`src/rtl/norm_sched.sv`:
```
// norm_sched - round-robin scheduler sharing one normalizer among NREQ
// accumulator requesters. Holds the layer's shift select, drives the
// external normalizer's in/sel pins and captures its result into a
// one-entry output register with a valid/ready handshake.
//
// Build option: NORM_SCHED_RELU_EN - when defined, negative normalized
// results are clamped to zero as they are captured (ReLU).
//
// Ports:
//   clk, rst               clock, synchronous active-high reset
//   cfg_we, cfg_sel        config write strobe / shift select (3 = disabled)
//   cfg_err                one-cycle pulse when a config write is rejected
//   req_valid, req_data    per-requester valid and packed 2*BIT accumulators
//   req_ready              per-requester ready, one-hot or zero
//   norm_in, norm_sel      to the normalizer
//   norm_out, norm_valid   from the normalizer
//   res_valid, res_data,
//   res_id, res_ready      result handshake and producing requester id
//   busy                   result pending or request waiting while enabled
//
// state    | meaning
// ---------+---------------------------------------------
// ST_DIS   | act_sel == 3, requests are held off
// ST_EMPTY | enabled, output register empty
// ST_FULL  | enabled, output register holds a result

module norm_sched #(
    parameter int BIT  = 8,
    parameter int NREQ = 4,
    parameter int ID_W = 2
) (
    input  logic                  clk,
    input  logic                  rst,
    input  logic                  cfg_we,
    input  logic [1:0]            cfg_sel,
    output logic                  cfg_err,
    input  logic [NREQ-1:0]       req_valid,
    input  logic [NREQ*2*BIT-1:0] req_data,
    output logic [NREQ-1:0]       req_ready,
    output logic [2*BIT-1:0]      norm_in,
    output logic [1:0]            norm_sel,
    input  logic [BIT-1:0]        norm_out,
    input  logic                  norm_valid,
    output logic                  res_valid,
    output logic [BIT-1:0]        res_data,
    output logic [ID_W-1:0]       res_id,
    input  logic                  res_ready,
    output logic                  busy
);

    typedef enum logic [1:0] {ST_DIS, ST_EMPTY, ST_FULL} state_t;

    logic [1:0]      act_sel;
    logic [ID_W-1:0] rr_ptr;
    state_t          state;
    logic            grant_found;
    logic [ID_W-1:0] grant_id;
    logic [ID_W:0]   idx;
    logic [ID_W-1:0] rr_next;
    logic            can_take;
    logic            accept;
    logic [BIT-1:0]  captured;
    logic [2*BIT-1:0] req_acc [NREQ];

    for (genvar i = 0; i < NREQ; i++) begin : g_unpack
        assign req_acc[i] = req_data[i*2*BIT +: 2*BIT];
    end

    always_comb begin
        if (act_sel == 2'd3)
            state = ST_DIS;
        else if (res_valid)
            state = ST_FULL;
        else
            state = ST_EMPTY;
    end

    // Search starts at rr_ptr and wraps; idx has one spare bit so the
    // wrap works for NREQ that is not a power of two.
    always_comb begin
        grant_found = 1'b0;
        grant_id    = '0;
        idx         = '0;
        for (int k = 0; k < NREQ; k++) begin
            idx = {1'b0, rr_ptr} + (ID_W+1)'(k);
            if (idx >= (ID_W+1)'(NREQ))
                idx = idx - (ID_W+1)'(NREQ);
            if (!grant_found && req_valid[idx[ID_W-1:0]]) begin
                grant_found = 1'b1;
                grant_id    = idx[ID_W-1:0];
            end
        end
    end

    assign rr_next  = (grant_id == ID_W'(NREQ-1)) ? '0 : grant_id + 1'b1;
    assign norm_in  = grant_found ? req_acc[grant_id] : '0;
    assign norm_sel = act_sel;

    // A full register can take a new result only in the cycle it drains.
    assign can_take = ((state == ST_EMPTY) || (state == ST_FULL && res_ready))
                      && norm_valid && !cfg_we;

    always_comb begin
        req_ready = '0;
        if (can_take && grant_found)
            req_ready[grant_id] = 1'b1;
    end

    assign accept = |(req_valid & req_ready);
    assign busy   = res_valid || ((state != ST_DIS) && (|req_valid));

`ifdef NORM_SCHED_RELU_EN
    assign captured = norm_out[BIT-1] ? '0 : norm_out;
`else
    assign captured = norm_out;
`endif

    always_ff @(posedge clk) begin
        if (rst) begin
            act_sel   <= 2'd3;
            rr_ptr    <= '0;
            res_valid <= 1'b0;
            res_data  <= '0;
            res_id    <= '0;
            cfg_err   <= 1'b0;
        end else begin
            // Changing the shift under a pending result would make the
            // held value ambiguous, so such writes are refused.
            cfg_err <= cfg_we && res_valid;
            if (cfg_we && !res_valid)
                act_sel <= cfg_sel;

            if (accept) begin
                res_valid <= 1'b1;
                res_data  <= captured;
                res_id    <= grant_id;
                rr_ptr    <= rr_next;
            end else if (res_valid && res_ready) begin
                res_valid <= 1'b0;
            end
        end
    end

endmodule

```
`config.mk`:
```
export PLATFORM = sky130hd
export DESIGN_NAME = norm_sched
export DESIGN_NICKNAME = d
export VERILOG_FILES = /design/src/rtl/norm_sched.sv
export SDC_FILE = /design/constraint.sdc
export NUM_CORES = 1
export LEC_CHECK = 0
export ABC_AREA = 0
export CORE_MARGIN = 2
export CORE_UTILIZATION = 34
export CTS_BUF_LIST = sky130_fd_sc_hd__clkbuf_4 sky130_fd_sc_hd__clkbuf_8
export CTS_CLUSTER_SIZE = 40
export DETAILED_ROUTE_END_ITERATION = 7
export PLACE_DENSITY = 0.87
export SETUP_SLACK_MARGIN = 0.15
export SLEW_MARGIN = 20
export SYNTH_ARGS = -nofsm -noshare
export SYNTH_HDL_FRONTEND = slang
export SYNTH_SLANG_ARGS = --single-unit
```
`constraint.sdc`:
```
create_clock -name clk -period 7.6 [get_ports clk]
set_clock_uncertainty 0.15 [all_clocks]
set_input_delay 1.14 -clock clk [delete_from_list [all_inputs] [get_ports clk]]
set_output_delay 1.14 -clock clk [all_outputs]
set_load 0.02 [all_outputs]
```
Word level (Yosys, flattened, before mapping)
Cells that the tools add are included.

cells by class
  $add $sub $neg = 8
  magnitude comparators = 11
  equal/unequal tests = 4
  mux-type cells = 32
  bitwise logic cells = 2
  reductions and logical operators = 23

operators with widths
  kind                   count
  $mux W16               3
  $bmux W16 S2           1
  $mux W2                11
  $lt A2 B3 Y1 const B   5
  $ge A3 B3 Y1 const B   4
  $logic_and A1 B1 Y1    12
  $mux W1                11
  $bmux W1 S2            4
  $reduce_or A4 Y1       2
  $sub A2 B1 Y2 const B  4
  $add A2 B2 Y3 const B  2
  $eq A2 B2 Y1 const B   3
  $logic_not A1 Y1       5
  $and A4 B4 Y4          1
  $mux W4                1
  $reduce_bool A2 Y1     2
  $add A2 B1 Y3 const B  1
  $ge A2 B3 Y1 const B   1
  $not A2 Y3             1
  $add A2 B1 Y2 const B  1
  $demux W1 S2           1
  $eq A2 B1 Y1 const B   1
  $ge A2 B1 Y1 const B   1
  $logic_or A1 B1 Y1     2

storage, ports and cells
  bits in registers = 16
  bits of input ports = 83
  output and inout bits = 35
  word-level logic and storage cells = 86

Logic depth before layout (Yosys ltp)
  word-level depth = 22
  gate-level depth with buffers = 11
  mapped depth without buffers = 8

Worst setup path after synthesis
OpenSTA, ideal clock, no wires.

  path type = input to output
  from = input port req_valid[1]
  to = output port req_ready[0]
  arrival = 2.474 ns
  data required time = 6.310 ns
  slack = 3.836 ns
  cell stages on the path = 6
  buffers on the path = 2
  cells stage by stage = or3b_2 o221ai_2 buf_6 buf_6 nand2_1 a21oi_1

on the way
  cells in the longest elaborated chain, start to end = 17
  elaborated cells on any way between the ends = 29
  those cells by class = 2 x order compare; 19 x mux; 8 x reduce/logical

RTL lines
  what                                                                line  RTL
  start, declared                                                     37    input logic [NREQ-1:0] req_valid,
  $bmux W1 S2                                                         88    if (!grant_found && req_valid[idx[ID_W-1:0]]) begin
  $mux W1 (not written as such)                                       88
  $mux W1                                                             88
  $logic_not A1 Y1                                                    88
  $logic_and A1 B1 Y1                                                 88
  $mux W1                                                             88
  $logic_not A1 Y1                                                    88
  $logic_and A1 B1 Y1                                                 88
  $mux W1                                                             88
  $logic_not A1 Y1                                                    88
  $logic_and A1 B1 Y1                                                 88
  $mux W2                                                             88
  $lt A2 B3 Y1 (not written as such) or $ge A2 B1 Y1 (tied branches)  106   req_ready[grant_id] = 1'b1;
  $logic_and A1 B1 Y1 (not written as such)                           106
  $mux W1 (not written as such)                                       106
  $demux W1 S2                                                        106
  $mux W4 (*)                                                         105   if (can_take && grant_found)
  end, declared                                                       39    output logic [NREQ-1:0] req_ready,

Mark *: on every way between the ends. The rest lies on a longest branch, timed or not. The select of a mux whose other input is x is not followed.

Worst setup path after layout
  from = input port req_valid[0]
  to = output port req_ready[1]

The elaborated chain is that of the path after synthesis.

==> reports/qor.txt <==
Result of the run -> finished, final reports clean
Die Span X -> 65.3 microns
Overall routing resource usage -> 0.208
Power density over the cells -> 135 nW/um^2
Pre-CTS WS -> 2470 ps
Ratio of cells with drive above 1 in the final layout -> 0.0386
Main flop type after synthesis -> dfxtp_1
RSZ-0062 raised after global routing -> no
Vertical die dimension -> 65.3 microns
Summed area of non-filler cells in the final layout -> 2490 sq um
Cell count after synthesis -> 149
Count of buffers added by post-CTS timing repair for setup -> 0
Multi-input gate area -> 866 sq um
Fmax -> 194 MHz
Register clock-pin slew on the reported worst setup and hold paths -> 60 ps
Fin crit share -> 0.678
Die Outline Area -> 4260 sq um
Setup crit end kind -> output pin
Worst path setup slack after routing -> 2450 ps
Area growth from synthesis to final layout -> 94.9%
Diodes inserted -> 0
Proportion of netlist area held by the largest area contributor -> 0.259
Biggest area contributors in the synthesized netlist -> mux2i_1, dfxtp_1, o22ai_1, a21oi_1, o21ai_0
Hold-fix buffer count after cts -> 0
#FFs+latches synth -> 16
Crit-path most repeated cell -> clkdlybuf4s50_1
Final core utilization -> 0.685
Cell with the most instances after synthesis -> mux2i_1
Number of optimization iterations in the first detailed-route pass -> 4
TritonCTS Buffers -> 3
Core box area -> 3630 sq um
Starting density of the core -> 0.351
Number of global-route vias before repair -> 1,485
Routed length on met2 -> 2310 microns
HPWL Detailed -> 3650 microns
Number of enable flip-flop cells after synthesis -> 0
Critical path's slowest cell -> clkdlybuf4s50_1
Slew Viols, Final -> 0
Number of warning messages in the yosys log -> 0
Cell area after synthesis -> 1280 sq um
CTS tree -> done
Via count of the routed design -> 1,588
Clock period minus final worst setup slack -> 5150 ps
Worst-path fanout max -> 18
Worst path top cell family by delay -> buffers and inverters
Layout Cells excl Fill -> 307
Clock root buffer master -> clkbuf_8
Setup-violating endpoint count in the final report -> 0
Transition at the pin with the smallest max-transition slack -> 673 ps
Synthesized area divided by synthesized cell count -> 8.57 sq um
Wire length on met1 -> 1810 microns
Pin count of the biggest net entering global routing -> 23
Count of unresolved DRC violations after routing -> 0
Critical Setup Path Class -> primary input to output pin
Cell variety after synth -> 31
Number of buffer and inverter stages on the critical path -> 2
Initial antenna violation count -> 0
Syn Nets -> 233
CTS sink count -> 16
Fillers -> 328
Violation count after the first detailed-routing iteration -> 24
Worst relative slew slack -> 0.550
Summed negative setup slack over all endpoints -> 0 ps
Number of maximum-capacitance constraint violations -> 0
Footprint of the flip-flops and latches -> 320 sq um
Final hold violation count -> 0
Post-detailed-placement cell area -> 2430 sq um
Global-route wire length before repair -> 7020 microns
Number of nets at the end of the flow -> 344
Proportion of synthesized chip area in sequential cells -> 0.251
Top layer in use -> met4
Final GP Congestion -> 0.699
Fraction of synthesis flops using an asynchronous set or reset pin -> 0
Cell-by-cell listing of the critical path -> clkdlybuf4s50_1 -> nor2b_1 -> o21bai_1 -> nand2_1 -> ha_1 -> and2_1 -> clkdlybuf4s50_1
Number of placed instances, taps included -> 303
Leakage power -> 1.01 nW
Startpoint type of the worst setup path -> primary input
Worst hold path class -> flop to flop
Vias per cell -> 5.17
Number of gates given a new drive strength after cts -> 0
Worst-skew pair later-pin latency -> 250 ps
Final wirelength -> 4610 microns
Top post-synthesis cells by count -> mux2i_1, a21oi_1, dfxtp_1, o22ai_1, o21ai_0
Total design power -> 337 uW
H-tree depth -> 1
Row count -> 22
Top-Level Pins -> 118
Congestion Overflow GR -> 0
Average detailed-routed wire length per instance -> 15.0 microns
Worst EP arrival -> 3860 ps
IO buf count -> 117
Number of antenna-violating nets in the routed design -> 0
Fin Hold WS -> 326 ps
CP Data Required Time -> 6310 ps
Sum of met3 wire segment lengths after detailed routing -> 467 microns
Largest vdd supply drop -> 95.6 uV
Cell type contributing the most total cell area after synthesis -> mux2i_1
Number of buffers between clock root and the deepest sink -> 2
Max stage delay on crit path -> 570 ps
registers in the layout (all words and copies together), names as in the netlist:
name       cells
res_data       8
norm_sel       2
res_id         2
rr_ptr         2
cfg_err        1
res_valid      1
kinds of logic after synthesis:
family,after synthesis,synth area share
AO/OA/AOI/OAI,53,0.266
multiplexers,33,0.259
AND/OR/NAND/NOR,32,0.135
flip-flops,16,0.251
buffers and inverters,14,0.0794
adder cells (fa/ha/maj),1,0.00980
routing by layer:
metal / up-vias / track usage
met5: - / 0
met4: 0 / 0.0599
met3: 4 / 0.0599
met2: 76 / 0.384
met1: 721 / 0.230
li1: 787 / -
worst paths after layout:
kind	from	to	slack (ps)	cells past startpoint
worst max-delay path	req_valid[0]	req_ready[1]	2450	7
worst min-delay path	res_data[2]	res_data[2]	330	2
worst max register to register	rr_ptr[0]	rr_ptr[1]	4580	8
worst min register to register	res_data[2]	res_data[2]	330	2
cell usage in the layout (no fill, tap or decap), types with 2 or more instances in the layout:
cell type and instances:
nand3_1 9, and2_1 2, nor2_1 5, nand2_1 5
o22ai_1 16, inv_1 2, clkdlybuf4s50_1 117, o21ai_0 10
dfxtp_1 16, a21oi_1 16, clkbuf_8 4, nor2b_1 5
mux2i_1 33, a211o_1 3
power by group:
group          internal, mW  switching, mW
clock network        0.0460         0.0288
registers            0.0875        0.00262
logic                0.0954         0.0763
total                 0.229          0.108
final cells by class:
cell class / count / area share
multi-input cells: 119 / 0.348
inverters: 2 / 0.00302
repair buffers: 118 / 0.474
flip-flops and latches: 16 / 0.129
clock buffers: 4 / 0.0221
well taps: 48 / 0.0241
tightest hold or removal path, delay by kind of cell (launching register included):
family,cells,cell delay [ps]
flip-flops,1,310
AO/OA/AOI/OAI,2,120
Note: power is estimated with default switching activity, not from simulation.
